## src/rtl/zx_capture_sequencer_if.sv

```systemverilog
// Control/status bundle between the SPI register block and the ZX capture sequencer.
// The sequencer uses the slave modport; the controlling side uses master.
interface zx_capture_sequencer_if #(
  parameter int LLEN_W = 12,
  parameter int LCNT_W = 10
);
  logic              ZX_VS;
  logic              ZX_HS;
  logic              start;
  logic              abort;
  logic [7:0]        frames_req;
  logic              sync_meter;
  logic              cap_enable;
  logic              busy;
  logic              done;
  logic [7:0]        frames_done;
  logic [LLEN_W-1:0] line_len;
  logic [LCNT_W-1:0] frame_lines;
  logic              meas_valid;
  logic              meas_ovf;

  modport master (
    output ZX_VS, ZX_HS, start, abort, frames_req, sync_meter,
    input  cap_enable, busy, done, frames_done, line_len, frame_lines, meas_valid, meas_ovf
  );

  modport slave (
    input  ZX_VS, ZX_HS, start, abort, frames_req, sync_meter,
    output cap_enable, busy, done, frames_done, line_len, frame_lines, meas_valid, meas_ovf
  );
endinterface

```

## src/rtl/zx_capture_sequencer.sv

```systemverilog
// Frame-capture sequencer and sync meter for the ZX RGBI->DCMI bridge.
// Opens/closes the DCMI gate on frame boundaries and measures line/frame timing.
module zx_capture_sequencer #(
  parameter bit SYNC_ACT_LOW = 1'b1,
  parameter int LLEN_W       = 12,
  parameter int LCNT_W       = 10
) (
  input logic                  ZX_PIX_CLK,
  input logic                  reset,
  zx_capture_sequencer_if.slave bus
);

  typedef enum logic [1:0] {IDLE, ARM, CAPT, DONE} state_t;

  localparam logic [LLEN_W-1:0] LLEN_MAX = '1;
  localparam logic [LCNT_W-1:0] LCNT_MAX = '1;

  state_t            r_state;
  state_t            w_next;
  logic              r_vs_hist;
  logic              r_hs_hist;
  logic              r_cap_enable;
  logic [7:0]        r_req;
  logic [7:0]        r_frames_done;
  logic [LLEN_W-1:0] r_hs_cnt;
  logic [LLEN_W-1:0] r_line_len;
  logic [LCNT_W-1:0] r_ln_cnt;
  logic [LCNT_W-1:0] r_frame_lines;
  logic              r_vs_seen;
  logic              r_meas_valid;
  logic              r_meas_ovf;
  logic              w_vs_start;
  logic              w_hs_start;
  logic              w_last_frame;
  logic              w_hs_sat;
  logic              w_ln_sat;
  logic              w_busy;
  logic              w_done;

  // History holds raw pin levels; XOR with the polarity gives "active".
  always_ff @(posedge ZX_PIX_CLK) begin
    if (reset) begin
      r_vs_hist <= SYNC_ACT_LOW;
      r_hs_hist <= SYNC_ACT_LOW;
    end else begin
      r_vs_hist <= bus.ZX_VS;
      r_hs_hist <= bus.ZX_HS;
    end
  end

  assign w_vs_start   = (bus.ZX_VS ^ SYNC_ACT_LOW) & ~(r_vs_hist ^ SYNC_ACT_LOW);
  assign w_hs_start   = (bus.ZX_HS ^ SYNC_ACT_LOW) & ~(r_hs_hist ^ SYNC_ACT_LOW);
  assign w_last_frame = (r_req != 8'd0) && ((r_frames_done + 8'd1) == r_req);

  always_ff @(posedge ZX_PIX_CLK) begin
    if (reset) begin
      r_state <= IDLE;
    end else begin
      r_state <= w_next;
    end
  end

  always_comb begin
    w_next = r_state;
    if (bus.abort) begin
      w_next = IDLE;
    end else begin
      case (r_state)
        IDLE:    if (bus.start) w_next = ARM;
        ARM:     if (w_vs_start) w_next = CAPT;
        CAPT:    if (w_vs_start && w_last_frame) w_next = DONE;
        DONE:    w_next = IDLE;
        default: w_next = IDLE;
      endcase
    end
  end

  always_comb begin
    w_busy = (r_state != IDLE);
    w_done = (r_state == DONE);
  end

  // Gate is a flop of the next state so it moves exactly one clock after the deciding edge.
  always_ff @(posedge ZX_PIX_CLK) begin
    if (reset) begin
      r_cap_enable  <= 1'b0;
      r_req         <= 8'd0;
      r_frames_done <= 8'd0;
    end else begin
      r_cap_enable <= (w_next == CAPT);
      if (!bus.abort) begin
        if (r_state == IDLE && bus.start) begin
          r_req         <= bus.frames_req;
          r_frames_done <= 8'd0;
        end else if (r_state == CAPT && w_vs_start) begin
          r_frames_done <= r_frames_done + 8'd1;
        end
      end
    end
  end

  assign w_hs_sat = (r_hs_cnt == LLEN_MAX);
  assign w_ln_sat = (r_ln_cnt == LCNT_MAX);

  // Meter runs regardless of capture state; an HS edge on the VS edge belongs to the new frame.
  always_ff @(posedge ZX_PIX_CLK) begin
    if (reset) begin
      r_hs_cnt      <= '0;
      r_line_len    <= '0;
      r_ln_cnt      <= '0;
      r_frame_lines <= '0;
      r_vs_seen     <= 1'b0;
      r_meas_valid  <= 1'b0;
      r_meas_ovf    <= 1'b0;
    end else if (!bus.sync_meter) begin
      r_hs_cnt     <= '0;
      r_ln_cnt     <= '0;
      r_vs_seen    <= 1'b0;
      r_meas_valid <= 1'b0;
      r_meas_ovf   <= 1'b0;
    end else begin
      if (w_hs_start) begin
        r_hs_cnt   <= '0;
        r_line_len <= w_hs_sat ? LLEN_MAX : (r_hs_cnt + LLEN_W'(1));
      end else if (!w_hs_sat) begin
        r_hs_cnt <= r_hs_cnt + LLEN_W'(1);
      end

      if (w_vs_start) begin
        r_frame_lines <= r_ln_cnt;
        r_ln_cnt      <= w_hs_start ? LCNT_W'(1) : '0;
        r_vs_seen     <= 1'b1;
        if (r_vs_seen) r_meas_valid <= 1'b1;
      end else if (w_hs_start && !w_ln_sat) begin
        r_ln_cnt <= r_ln_cnt + LCNT_W'(1);
      end

      if (w_hs_sat || w_ln_sat) r_meas_ovf <= 1'b1;
    end
  end

  assign bus.cap_enable  = r_cap_enable;
  assign bus.busy        = w_busy;
  assign bus.done        = w_done;
  assign bus.frames_done = r_frames_done;
  assign bus.line_len    = r_line_len;
  assign bus.frame_lines = r_frame_lines;
  assign bus.meas_valid  = r_meas_valid;
  assign bus.meas_ovf    = r_meas_ovf;

endmodule
```

## src/flat_wrapper.sv

```systemverilog
// flat-port wrapper written by rule: the top's interface ports become plain ports
module zx_capture_sequencer_flat 
#(
  parameter bit SYNC_ACT_LOW = 1'b1,
  parameter int LLEN_W       = 12,
  parameter int LCNT_W       = 10
)
  (ZX_PIX_CLK, reset, bus_ZX_VS, bus_ZX_HS, bus_start, bus_abort, bus_frames_req, bus_sync_meter, bus_cap_enable, bus_busy, bus_done, bus_frames_done, bus_line_len, bus_frame_lines, bus_meas_valid, bus_meas_ovf);
  zx_capture_sequencer_if #(.LLEN_W(LLEN_W), .LCNT_W(LCNT_W)) bus_i ();
  input logic ZX_PIX_CLK;
  input logic reset;
  input wire logic [$bits(bus_i.ZX_VS)-1:0] bus_ZX_VS;
  input wire logic [$bits(bus_i.ZX_HS)-1:0] bus_ZX_HS;
  input wire logic [$bits(bus_i.start)-1:0] bus_start;
  input wire logic [$bits(bus_i.abort)-1:0] bus_abort;
  input wire logic [$bits(bus_i.frames_req)-1:0] bus_frames_req;
  input wire logic [$bits(bus_i.sync_meter)-1:0] bus_sync_meter;
  output wire logic [$bits(bus_i.cap_enable)-1:0] bus_cap_enable;
  output wire logic [$bits(bus_i.busy)-1:0] bus_busy;
  output wire logic [$bits(bus_i.done)-1:0] bus_done;
  output wire logic [$bits(bus_i.frames_done)-1:0] bus_frames_done;
  output wire logic [$bits(bus_i.line_len)-1:0] bus_line_len;
  output wire logic [$bits(bus_i.frame_lines)-1:0] bus_frame_lines;
  output wire logic [$bits(bus_i.meas_valid)-1:0] bus_meas_valid;
  output wire logic [$bits(bus_i.meas_ovf)-1:0] bus_meas_ovf;
  assign bus_i.ZX_VS = bus_ZX_VS;
  assign bus_i.ZX_HS = bus_ZX_HS;
  assign bus_i.start = bus_start;
  assign bus_i.abort = bus_abort;
  assign bus_i.frames_req = bus_frames_req;
  assign bus_i.sync_meter = bus_sync_meter;
  assign bus_cap_enable = bus_i.cap_enable;
  assign bus_busy = bus_i.busy;
  assign bus_done = bus_i.done;
  assign bus_frames_done = bus_i.frames_done;
  assign bus_line_len = bus_i.line_len;
  assign bus_frame_lines = bus_i.frame_lines;
  assign bus_meas_valid = bus_i.meas_valid;
  assign bus_meas_ovf = bus_i.meas_ovf;
  zx_capture_sequencer #(.SYNC_ACT_LOW(SYNC_ACT_LOW), .LLEN_W(LLEN_W), .LCNT_W(LCNT_W)) u_core (.ZX_PIX_CLK(ZX_PIX_CLK), .reset(reset), .bus(bus_i));
endmodule
```

## config.mk

```make
export PLATFORM = sky130hd
export DESIGN_NAME = zx_capture_sequencer_flat
export DESIGN_NICKNAME = d
export VERILOG_FILES = /design/src/rtl/zx_capture_sequencer_if.sv /design/src/rtl/zx_capture_sequencer.sv /design/src/flat_wrapper.sv
export SDC_FILE = /design/constraint.sdc
export NUM_CORES = 1
export LEC_CHECK = 0
export BUFFER_PORTS_ARGS = -buffer_cell sky130_fd_sc_hd__buf_2
export CAP_MARGIN = 25
export CORE_ASPECT_RATIO = 2
export CORE_MARGIN = 3
export CORE_UTILIZATION = 40
export CTS_CLUSTER_SIZE = 20
export DETAILED_ROUTE_END_ITERATION = 8
export PLACE_DENSITY_LB_ADDON = 0.05
export SLEW_MARGIN = 15
export SYNTH_ARGS = -nofsm -noshare
export SYNTH_HDL_FRONTEND = slang
export SYNTH_SLANG_ARGS = --single-unit
```

## constraint.sdc

```tcl
create_clock -name ZX_PIX_CLK -period 2.4 [get_ports ZX_PIX_CLK]
set_clock_uncertainty 0.1 [all_clocks]
set_input_delay 0.48 -clock ZX_PIX_CLK [delete_from_list [all_inputs] [get_ports ZX_PIX_CLK]]
set_output_delay 0.48 -clock ZX_PIX_CLK [all_outputs]
set_load 0.01 [all_outputs]
```

* Word level (Yosys, flattened, before mapping)
Cells that the tools add are included.
W data, S select, Z words.
** Storage, ports and cells
- Register bits :: 68
- Input port bits :: 15
- Output and inout bits :: 35
** Cells by class
- Add/subtract/negate cells :: 3
- Eq/ne operators :: 7
- Multiplexer cells :: 11
- Bitwise logic cells :: 6
- Reduce and logical (&&, ||, !) cells :: 19
** Operators by type and width (count)
- $mux W10 :: 2
- $mux W8 :: 2
- $add A12 B1 Y12 const B :: 1
- $eq A12 B12 Y1 const B :: 1
- $mux W12 :: 1
- $add A10 B1 Y10 const B :: 1
- $eq A10 B10 Y1 const B :: 1
- $reduce_and A2 Y1 :: 5
- $add A8 B1 Y8 const B :: 1
- $eq A8 B8 Y1 :: 1
- $mux W2 :: 4
- $pmux W2 S4 :: 1
- $reduce_bool A8 Y1 :: 1
- $eq A2 B2 Y1 const B :: 3
- $reduce_bool A2 Y1 :: 3
- $logic_and A1 B1 Y1 :: 5
- $not A1 Y1 :: 4
- $reduce_or A3 Y1 :: 1
- $and A1 B1 Y1 :: 2
- $eq A2 B1 Y1 const B :: 1
- $logic_not A2 Y1 :: 1
- $reduce_or A2 Y1 :: 1
- $logic_not A1 Y1 :: 1
- $logic_or A1 B1 Y1 :: 1
- $mux W1 :: 1

* Longest topological paths before layout
- Depth after elaboration :: 8
- Mapped depth :: 7
- Gate-level depth less buffers :: 6

* Least setup slack after synthesis
No wires, ideal clock.
- Kind :: flip-flop to flip-flop
- Start point :: register u_core.r_frames_done[0], in the netlist u_core.bus.frames_done[0]
- End point :: register u_core.r_state[0]
- Data arrival time :: 1.675 ns
- Slack :: 0.566 ns
- Stages on the path, launching flop included :: 7
- Path buffers :: 0
- Period minus slack after synthesis :: 1.834 ns
- Cells stage by stage :: dfxtp_1 ha_1 and3_1 and3_1 xnor2_1 nor4_2 a31o_1
** On the way
- Cells in the longest elaborated chain, start to end :: 7
** RTL lines
- start, declared :: RTL line zx_capture_sequencer.sv:24 : logic [7:0] r_frames_done;
- start signal, assigned :: RTL line zx_capture_sequencer.sv:96 : r_frames_done <= r_frames_done + 8'd1;
- $add A8 B1 Y8 :: RTL line zx_capture_sequencer.sv:53 : assign w_last_frame = (r_req != 8'd0) && ((r_frames_done + 8'd1) == r_req);
- $eq A8 B8 Y1 :: RTL line zx_capture_sequencer.sv:53
- $logic_and A1 B1 Y1 :: RTL line zx_capture_sequencer.sv:53
- $logic_and A1 B1 Y1 :: RTL line zx_capture_sequencer.sv:71 : CAPT: if (w_vs_start && w_last_frame) w_next = DONE;
- $mux W2 :: RTL line zx_capture_sequencer.sv:71
- $pmux W2 S4 :: RTL line zx_capture_sequencer.sv:68 : case (r_state)
- $mux W2 :: RTL line zx_capture_sequencer.sv:65 : if (bus.abort) begin
- end signal, assigned :: RTL line zx_capture_sequencer.sv:59 : r_state <= w_next;
- end, declared :: RTL line zx_capture_sequencer.sv:18 : state_t r_state;
Every way passes these cells.
A chain may end at the register's enable or synchronous reset.

* Worst setup path in the final report
Ends and elaborated chain as after synthesis.

==> summary.txt <==
GRT
  • Grt ovf: 0
  • GRT Total Usage: 0.196
  • Pin count of the biggest net entering global routing: 34
  • Vias in the first global route: approximately 2700
  • Initial antenna violation count: 0
  • First-pass GRT wire length: 12900 µm

Clocking
  • Skew-Pair Late Insertion Delay: 0.32 ns
  • Root Driver: clkbuf_16
  • Cts hold-fix bufs: 0
  • Setup Buffers After CTS: 0
  • Clock sink total: 68
  • H-tree depth: 3
  • CTS tree: built
  • Clock buffer depth: 2
  • Clk slew on worst S/H paths: roughly 0.05 ns
  • CTS buffer count: 9
  • Post-CTS resize count: 0

Timing
  • Setup TNS: 0 ns
  • Hold Vio Cnt, Final: 0
  • Period minus WS final: about 2 ns
  • Max_slew headroom: 0.646
  • Slew Viols, Final: 0
  • RSZ-0062 raised after global routing: no
  • Worst slew pin tran: 0.530 ns
  • Achievable frequency: 497 MHz
  • Setup Viol. Count Final: 0
  • Final period util: 0.838
  • Final WS setup: a little under 0.4 ns

Critical path
  • Startpoint Class: register
  • Crit-path cells: ha_1 > and3_1 > and3_1 > xnor2_1 > nor4_2 > a31o_1
  • CP endpoint kind: register
  • Crit path max-delay cell type: dfxtp_1
  • FF-to-FF setup slack: slightly below 0.4 ns
  • Crit path largest cell delay: around 0.48 ns
  • Max FO, Critical Path: 9
  • Setup CP Type: reg2reg
  • CP Data Required Time: between 2 and 3 ns
  • Worst path most repeated cell: and3_1
  • Arrival time at the worst endpoint: between 2 and 2.5 ns

Placed design
  • Hpwl dp: between 5000 and 6000 µm
  • GPL Wtd Cong: ~0.81
  • Post-Place Cell Area: approximately 0.0034 mm²
  • Pre-CTS setup slack: roughly 0.4 ns
  • IO Port Bufs: between 40 and 50

Synthesis
  • Mapped Cells: 360
  • Post-Syn Nets: roughly 380
  • Yosys cell types: 52
  • Synth Register Bits: 68
  • Yosys warning count: 0
  • Sequential area share after synthesis: 0.447
  • Post-synth EDFFs: 0
  • Primary FF master, synth: dfxtp_1
  • Asr flop ratio synth: 0
  • Post-Synthesis Cell Area: 0.00304 mm²
  • Post-Syn Area per Cell: between 8 and 9 µm²

Floorplanning
  • Die area: between 0.008 and 0.009 mm²
  • IO Count: 50
  • Die width: a little under 70 µm
  • DIE HEIGHT: between 100 and 150 µm
  • Core box area: around 0.0073 mm²
  • Initial core utilization: 0.416
  • Rows: 44

Routing
  • Routed wire per std cell: around 15 µm
  • WL final: slightly below 8000 µm
  • Vias per cell: approximately 5.3
  • Drt first pass iters: 5
  • Post-route ant nets: 0
  • First DRT Iteration DRCs: 84
  • Vias: around 2700
  • DR DRC count: 0

Layout
  • Most common cell after layout, fill and taps aside: dfxtp_1
  • Most frequent cells in the layout: dfxtp_1, buf_2, nand2_1, nor2_1, a21oi_1
  • Diodes inserted: 0
  • Layout Utilization: 0.509
  • Finished Cell Area: ~0.0037 mm²
  • Share of layout cells above drive strength 1: 0.194
  • Syn-to-layout area delta: 22.4%
  • Fin nets: 435

Min path
  • HP Class: in2reg

Flow run
  • Max cap viols: 0

Pwr
  • LEAKAGE: 0.00152 µW
  • Peak supply drop: 0.000456 V
  • Pwr Density: just over 700 mW/mm²

Run status
  • Outcome: finished clean
==> cell type report <==
class	count	area (µm²)
sequential	68	1360
inverter	3	11.3
multi-input combinational	276	1610
clock inverter	4	47.5
clock buffer	12	256
timing repair buffer	59	320
tap	92	115
fill	739	3600
==> cell usage after synthesis, drive strengths merged, types with 3 or more instances <==
cell | instances | area (µm²)
or2 | 5 | 31.3
buf | 5 | 27.5
o211ai | 3 | 22.5
a31oi | 3 | 18.8
nand2 | 49 | 191
and4 | 4 | 35.0
clkbuf | 8 | 30.0
nor2 | 48 | 180
and2 | 5 | 31.3
and3 | 8 | 50.1
o21ai | 11 | 55.1
o21a | 3 | 22.5
xnor2 | 9 | 78.8
nor2b | 3 | 18.8
nand4 | 6 | 43.8
xor2 | 13 | 114
ha | 3 | 37.5
nor4 | 3 | 25.0
a21oi | 32 | 160
a211oi | 5 | 37.5
nor3 | 5 | 25.0
nand3 | 21 | 105
nand3b | 4 | 30.0
dfxtp | 68 | 1360
nand2b | 4 | 25.0
mux2i | 6 | 60.1
==> registers in the layout (all words and copies together), names as in the netlist <==
name and flops:
u_core.bus.cap_enable 1, u_core.bus.frame_lines 10, u_core.bus.frames_done 8, u_core.bus.line_len 12, u_core.bus.meas_ovf 1, u_core.bus.meas_valid 1, u_core.r_hs_cnt 12, u_core.r_hs_hist 1
u_core.r_ln_cnt 10, u_core.r_req 8, u_core.r_state 2, u_core.r_vs_hist 1, u_core.r_vs_seen 1
==> metal layers <==
layer  global-route usage  up-vias  wire length [µm]
met5                    0        -                 0
met4                0.103        0               303
met3               0.0460       19               297
met2                0.361       56              4310
met1                0.194     1269              2930
li1                     -     1378                 -
==> cell families (layout without fill, tap and decap cells) <==
| kind of cell | Yosys count | after routing | synth area share |
|---|---|---|---|
| DFF | 68 | 68 | 0.447 |
| adders and majority gates | 3 | 3 | 0.0123 |
| buffers and inverters | 16 | 78 | 0.0226 |
| AOI/OAI and AO/OA | 73 | 73 | 0.148 |
| and+or+nand+nor | 172 | 172 | 0.286 |
| xor gates and xnor gates | 22 | 22 | 0.0633 |
| muxes | 6 | 6 | 0.0197 |
==> path summary, 6_finish.rpt <==
path / startpoint / endpoint / depth (start not counted)
max: u_core.bus.frames_done[0] / u_core.r_state[0] / 6
min: bus_ZX_HS / u_core.r_hs_hist / 2
max reg2reg: u_core.bus.frames_done[0] / u_core.r_state[0] / 6
min reg2reg: u_core.bus.frame_lines[6] / u_core.bus.frame_lines[6] / 2
==> power breakdown <==
part           switching (µW)  leakage [µW]  internal (µW)
registers                19.5      0.000551           1150
logic                    92.2      0.000825           58.7
clock network             461      0.000149            857
total                     573       0.00152           2070
==> per-stage QoR <==
stage / total power [µW] / cells / hold WS [ns]
CTS: 2670 / 514 / 0.257
finish: 2640 / 514 / 0.268
global route: 2740 / 514 / 0.279
floorplan: 1280 / 360 / 0.341
detailed placement: 1350 / 498 / 0.345
global placement: 1350 / 498 / 0.343
==> worst max-delay path, delay by kind of cell, from the launching register on <==
family          cells  cell delay [ns]
simple gates        3             0.77
flops               1             0.48
fa+ha+maj           1             0.32
compound gates      1             0.18
xor+xnor            1             0.10
Power figures use the tool's default switching activity.
